File: config.mk
export PLATFORM = sky130hd
export DESIGN_NAME = dqs_wr_pattern
export DESIGN_NICKNAME = d
export VERILOG_FILES = /design/src/rtl/dqs_pattern_pkg.sv /design/src/rtl/dqs_wr_pattern.sv
export SDC_FILE = /design/constraint.sdc
export NUM_CORES = 1
export LEC_CHECK = 0
export BUFFER_PORTS_ARGS = -buffer_cell sky130_fd_sc_hd__buf_4
export CORE_MARGIN = 1
export CORE_UTILIZATION = 45
export CTS_CLUSTER_SIZE = 12
export DETAILED_ROUTE_END_ITERATION = 10
export PLACE_DENSITY = 0.7
export REMOVE_ABC_BUFFERS = 1
export SYNTH_ARGS = -nofsm -noshare
export SYNTH_HDL_FRONTEND = slang
export SYNTH_SLANG_ARGS = --single-unit
File: constraint.sdc
create_clock -name clk_div -period 2.35 [get_ports clk_div]
set_input_delay 0.3525 -clock clk_div [delete_from_list [all_inputs] [get_ports clk_div]]
set_output_delay 0.3525 -clock clk_div [all_outputs]
set_load 0.02 [all_outputs]
File: src/rtl/dqs_pattern_pkg.sv
`default_nettype none
// ============================================================================
// Module      : dqs_pattern_pkg
// Description : State encoding and 4-bit DQS din/tin slice constants shared by
//               the per-lane DQS write/read pattern sequencer.
// Revision    : 1.0 - initial release
// ============================================================================
package dqs_pattern_pkg;

    typedef enum logic [2:0] {
        ST_IDLE  = 3'd0,
        ST_PRE   = 3'd1,
        ST_BURST = 3'd2,
        ST_POST  = 3'd3,
        ST_RD    = 3'd4
    } dqs_state_t;

    // Bit 0 of every slice is the earliest half-tCK on the wire.
    localparam logic [3:0] DQS_IDLE_D  = 4'b0000;
    localparam logic [3:0] DQS_IDLE_T  = 4'b1111;
    localparam logic [3:0] DQS_PRE_D   = 4'b0000;
    localparam logic [3:0] DQS_PRE_T   = 4'b0011;
    localparam logic [3:0] DQS_BURST_D = 4'b0101;
    localparam logic [3:0] DQS_BURST_T = 4'b0000;
    localparam logic [3:0] DQS_POST_D  = 4'b0000;
    localparam logic [3:0] DQS_POST_T  = 4'b1110;

endpackage
`default_nettype wire

File: src/rtl/dqs_wr_pattern.sv
`default_nettype none
// ============================================================================
// Module      : dqs_wr_pattern
// Description : Per-byte-lane DQS sequencer: write preamble/burst/postamble
//               slices and read DCI termination window, one slice per clk_div.
//               Optional macro DQS_WR_SEAMLESS_EN chains back-to-back writes.
// Revision    : 1.0 - initial release
// ============================================================================
module dqs_wr_pattern
    import dqs_pattern_pkg::*;
#(
    parameter int LEN_WIDTH = 6,
    parameter int DCI_GUARD = 1
) (
    input  logic                 clk_div,
    input  logic                 rst_n,
    input  logic                 wr_start,
    input  logic [LEN_WIDTH-1:0] wr_bursts,
    input  logic                 rd_start,
    input  logic [LEN_WIDTH-1:0] rd_bursts,
    output logic                 busy,
    output logic                 wr_data_en,
    output logic                 last,
    output logic [3:0]           din,
    output logic [3:0]           tin,
    output logic                 dci_disable
);

    localparam int c_cnt_w = LEN_WIDTH + 2;
    localparam logic [c_cnt_w-1:0] c_guard2 = c_cnt_w'(2 * DCI_GUARD);

    dqs_state_t          r_state;
    dqs_state_t          w_next;
    logic [c_cnt_w-1:0]  r_cnt;
    logic [c_cnt_w-1:0]  w_cnt_next;
    logic [c_cnt_w-1:0]  w_wr_load;
    logic [c_cnt_w-1:0]  w_rd_load;

    logic [3:0]          w_din;
    logic [3:0]          w_tin;
    logic                w_dci_disable;
    logic                w_busy;
    logic                w_wr_data_en;
    logic                w_last;

    // Two slices per BL8: 2*(n+1)-1 is simply {n, 1}.
    assign w_wr_load = c_cnt_w'({wr_bursts, 1'b1});
    assign w_rd_load = c_cnt_w'({rd_bursts, 1'b1}) + c_guard2;

    always_comb begin
        w_next     = r_state;
        w_cnt_next = r_cnt;
        case (r_state)
            ST_IDLE: begin
                if (wr_start) begin
                    w_next     = ST_PRE;
                    w_cnt_next = w_wr_load;
                end else if (rd_start) begin
                    w_next     = ST_RD;
                    w_cnt_next = w_rd_load;
                end
            end
            ST_PRE: begin
                w_next = ST_BURST;
            end
            ST_BURST: begin
                if (r_cnt == '0) begin
`ifdef DQS_WR_SEAMLESS_EN
                    if (wr_start) begin
                        w_next     = ST_BURST;
                        w_cnt_next = w_wr_load;
                    end else begin
                        w_next = ST_POST;
                    end
`else
                    w_next = ST_POST;
`endif
                end else begin
                    w_cnt_next = r_cnt - c_cnt_w'(1);
                end
            end
            ST_POST: begin
                w_next = ST_IDLE;
            end
            ST_RD: begin
                if (r_cnt == '0) begin
                    w_next = ST_IDLE;
                end else begin
                    w_cnt_next = r_cnt - c_cnt_w'(1);
                end
            end
            default: begin
                w_next     = ST_IDLE;
                w_cnt_next = '0;
            end
        endcase

        // Outputs are decoded from the next state so they register in step with it.
        w_din         = DQS_IDLE_D;
        w_tin         = DQS_IDLE_T;
        w_dci_disable = 1'b1;
        w_busy        = (w_next != ST_IDLE);
        w_wr_data_en  = 1'b0;
        w_last        = 1'b0;
        case (w_next)
            ST_PRE: begin
                w_din = DQS_PRE_D;
                w_tin = DQS_PRE_T;
            end
            ST_BURST: begin
                w_din        = DQS_BURST_D;
                w_tin        = DQS_BURST_T;
                w_wr_data_en = 1'b1;
                w_last       = (w_cnt_next == '0);
            end
            ST_POST: begin
                w_din = DQS_POST_D;
                w_tin = DQS_POST_T;
            end
            ST_RD: begin
                w_dci_disable = 1'b0;
            end
            default: begin
                w_din = DQS_IDLE_D;
                w_tin = DQS_IDLE_T;
            end
        endcase
    end

    always_ff @(posedge clk_div or negedge rst_n) begin
        if (!rst_n) begin
            r_state     <= ST_IDLE;
            r_cnt       <= '0;
            din         <= DQS_IDLE_D;
            tin         <= DQS_IDLE_T;
            dci_disable <= 1'b1;
            busy        <= 1'b0;
            wr_data_en  <= 1'b0;
            last        <= 1'b0;
        end else begin
            r_state     <= w_next;
            r_cnt       <= w_cnt_next;
            din         <= w_din;
            tin         <= w_tin;
            dci_disable <= w_dci_disable;
            busy        <= w_busy;
            wr_data_en  <= w_wr_data_en;
            last        <= w_last;
        end
    end

endmodule
`default_nettype wire

Yosys cells after proc, flatten, opt, wreduce, memory -nomap -nowiden
Cells that the tools add are included.
{"block": "classes", "n_addsub": 2, "eq_ne": 8, "mux": 14, "n_reduce_logical": 6}
{"op": "two-way mux 8 bit", "n": 3}
{"op": "one-hot mux 8 bit (3 select lines)", "n": 1}
{"op": "logical NOT 8 bit", "n": 2}
{"op": "two-way mux 3 bit", "n": 5}
{"op": "== test 3 x 2 -> 1 bit, second input constant", "n": 4}
{"op": "one-hot mux 3 bit (4 select lines)", "n": 1}
{"op": "one-hot mux 4 bit (3 select lines)", "n": 1}
{"op": "adder 7 x 2 -> 8 bit, second input constant", "n": 1}
{"op": "subtractor 8 x 1 -> 8 bit, second input constant", "n": 1}
{"op": "== test 3 x 1 -> 1 bit, second input constant", "n": 2}
{"op": "== test 3 bit, second input constant", "n": 2}
{"op": "OR reduction 2 bit", "n": 2}
{"op": "logical NOT 3 bit", "n": 1}
{"op": "two-way mux 1 bit", "n": 3}
{"op": "nonzero test 3 bit", "n": 1}
{"block": "totals", "regBits": 23, "out_inout_bits": 12, "wordCells": 38}

Longest topological paths before layout
{"block": "logic_depth", "ltp_word": 6, "ltp_mapped": 8}

Worst setup path before layout
No wires, ideal clock.
{"block": "synth_timing", "path_type": "register -> register", "startpoint": "reg r_cnt[0]", "endpoint": "reg last", "setup_ps": 96, "arrival_ps": 1913, "setup_slack_ps": 341, "path_stages_with_launch": 9, "path_buffers": 0, "period_less_slack_ps": 2009, "path_cell_list": "dfrtp_1 inv_1 ha_1 nor4b_1 nand2_1 mux2i_1 o2bb2ai_1 nand4bb_1 nor4_2"}
{"block": "synth_via", "elab_chain_len": 5}
{"item": "start: declaration", "line_no": "dqs_wr_pattern.sv:34", "text": "logic [c_cnt_w-1:0] r_cnt;"}
{"item": "start signal: assignment", "line_no": "dqs_wr_pattern.sv:142", "text": "r_cnt <= w_cnt_next;"}
{"item": "subtractor 8 x 1 -> 8 bit / logical NOT 8 bit (equally long branches)"}
{"item": "two-way mux 8 bit (*)", "line_no": "dqs_wr_pattern.sv:67, dqs_wr_pattern.sv:86"}
{"item": "one-hot mux 8 bit (3 select lines) (*)", "line_no": "dqs_wr_pattern.sv:53", "text": "case (r_state)"}
{"item": "net w_cnt_next[1]", "line_no": "dqs_wr_pattern.sv:35", "text": "logic [c_cnt_w-1:0] w_cnt_next;"}
{"item": "logical NOT 8 bit (*)", "line_no": "dqs_wr_pattern.sv:114", "text": "w_last = (w_cnt_next == '0);"}
{"item": "two-way mux 1 bit (*)", "line_no": "dqs_wr_pattern.sv:105", "text": "case (w_next)"}
{"item": "net w_last", "line_no": "dqs_wr_pattern.sv:44", "text": "logic w_last;"}
{"item": "end signal: assignment", "line_no": "dqs_wr_pattern.sv:148", "text": "last <= w_last;"}
{"item": "end: declaration", "line_no": "dqs_wr_pattern.sv:23", "text": "output logic last,"}
Mark *: on every way through the listed nets, which the timed path passes. The rest lies on a longest branch.

Worst setup path in the final report
Same ends and word-level chain as after synthesis.

==> run metrics <==
dpl cells 196; Post-synth ARST share 100%; Sw Ratio 45.9%; DR WL/cell 15.4 um; Max Cap Viol 0; clock-pin slew on the worst setup and hold paths 0.12 ns; antenna violations before repair 0; vias in the first global route 1062; Worst EP arrival 2.42 ns; synth warn 0; vias after detailed routing 1177; area leader, netlist dfrtp_1; clk_skew 0.0154 ns; Total Wirelength 3.10 mm; FILL cells 228; Post-Syn Area per Cell 8.64 um^2; post-synth top area share 27.4%; Diodes inserted 0; status finished clean; Max VDD drop 0.000909 V; commonest non-fill, non-tap cell in the layout buf_4; Setup WS post-layout 0.140 ns; fin crit period 2.21 ns; Initial Util 49.4%; Register Area 455 um^2; CTS Buf Count 3; power share of the clock group 10.0%; die footprint 3060 um^2; crit path capture type flop; global route overflow 0; nets 191; global-route wire length before repair 4.99 mm; # H-tree levels 1; I/O Buffers 25; GP Congestion 0.913; sequential share of power 31.4%; Worst EP required 2.56 ns; row cnt 18; Core ar. 2590 um^2; # setup viols final 0; final routed DRC violation total 0; clk buf depth 2; startpoint types flop; Synth cell types 50; Final Slew Violations 0; Post-Syn Area 1280 um^2; CTS tree done; largest net degree at the start of global routing 19; Max Clock Freq 453 MHz; I/O Pins 28; Max-slew headroom 59.2%; Max FO, Critical Path 7; register area share after synthesis 35.6%; Final Core Density 59.3%; Finished Layout Cells 201; clock sink count 18; Worst Hold Class in -> reg; area occupied by multi-input gates 748 um^2; commonest cells after routing, fill and taps aside buf_4 (30), dfrtp_1 (14), a21oi_1 (11); Comb pwr share 58.6%; Die Ht 55.3 um; chip width 55.3 um; Yosys reg bits 18; hold slack 0.353 ns; Place WS 0.0245 ns; Iter 0 DRT Violations 41; gr usage total 20.4%; Post-synth EDFFs 0; iteration count of the initial detailed-routing pass 4; Final Total Pwr 2010 uW; Layout area overhead 20.1%; Synth Instances 148; top post-synthesis cells by area dfrtp_1 (27%), dfstp_2 (8.2%), a21oi_1 (4.3%); Internal 1080 uW; Worst-Skew Late Latency 0.31 ns; Leakage Power 0.000669 uW; critical path class reg -> reg; switching power 922 uW; setup bufs post-CTS 0; clk root buf clkbuf_4; hpwl dp 2.32 mm; Final Hold Fails 0; drt via density 5.86; fin crit share 94.0%; Post-DRT Antenna Nets 0; Cell Pwr Density 1310 nW/um^2; Worst-Margin Slew 0.607 ns; main flop type after synthesis dfrtp_1; share of cells above drive strength 1 27.5%
## power by group through the flow
stage | sequential [uW] | combinational, uW | clock, uW
4_1_cts | 613 | 1140 | 203
5_1_grt | 649 | 1290 | 218
6_report | 631 | 1180 | 200
3_5_place_dp | 617 | 1130 | 0
2_1_floorplan | 720 | 640 | 0
3_3_place_gp | 604 | 1120 | 0
## Yosys cell counts (all sizes together), types with 2 or more instances
cell and number:
dfrtp 14, a31oi 2, nor2 9, dfstp 4, or3 3, nand2b 5, a211oi 2, nand3 4
buf 10, o21a 2, nor2b 2, o311a 2, clkbuf 3, nand4 2, nor3 9, xnor2 3
nor3b 2, or4 2, ha 3, o21ai 10, nor4 2, o211ai 2, inv 6, mux2i 4
a21oi 11, nand2 10, a31o 2
## state kept, by name, summed over array words and instances, names as in the netlist
name         cells
tin              3
r_state          3
r_cnt            8
busy             1
dci_disable      1
din              1
last             1
## what timing repair did
action,CTS,global route
hold buffers,1,0
endpoints found under the hold margin,14,0
resized for setup,1,4
setup endpoints to repair,1,1
## layer usage
layer  up-vias  global-route usage (%)  wire length (um)
met1       554                    28.3              1470
met2        33                    34.8              1470
met5         -                       0                 0
met4         0                    1.07                34
met3         5                    3.75               124
li1        585                       -                 -
## critical path, cell delays in order, from the launching register on
cell and delay, ns:
dfrtp_1 0.46, inv_1 0.16, ha_1 0.22, nor4b_4 0.30
nand2_2 0.16, mux2i_1 0.17, o2bb2ai_1 0.13, nand4bb_1 0.24
nor4_2 0.27
## kinds of logic after synthesis
family	after synthesis	synth area share, %
compound gates	43	22.3
xor+xnor	3	2.06
fa+ha+maj	3	2.94
buf+inv	19	8.51
flops	18	35.6
mux	4	3.13
other cells	1	0.293
simple gates	57	25.1
## area by class of cell
class	instances	area share, %
well taps	30	2.44
multi-input cells	112	48.7
clock buffers	4	2.36
flip-flops and latches	18	29.7
inverters	6	1.47
repair buffers	31	15.3
## final timing paths
check                                        endpoint  slack [ns]                 start  depth (start not counted)
worst max-delay path                   last$_DFF_PN0_        0.14    r_cnt[0]$_DFF_PN0_                          8
worst min-delay path                 tin[2]$_DFF_PN1_        0.35              wr_start                          2
worst max register to register         last$_DFF_PN0_        0.14    r_cnt[0]$_DFF_PN0_                          8
worst min register to register   r_state[0]$_DFF_PN0_        0.62  r_state[2]$_DFF_PN0_                          1
max in group asynchronous       dci_disable$_DFF_PN1_        1.63                 rst_n                          2
min in group asynchronous          r_cnt[3]$_DFF_PN0_        0.44                 rst_n                          2
## metrics by stage
step	setup TNS [ns]	area, um^2
after floorplan	0	1200
after global placement	0	1460
after detailed placement	0	1460
after CTS	0	1510
after global routing	-0.00553	1540
final	0	1540
(Power assumes the default switching activity.)
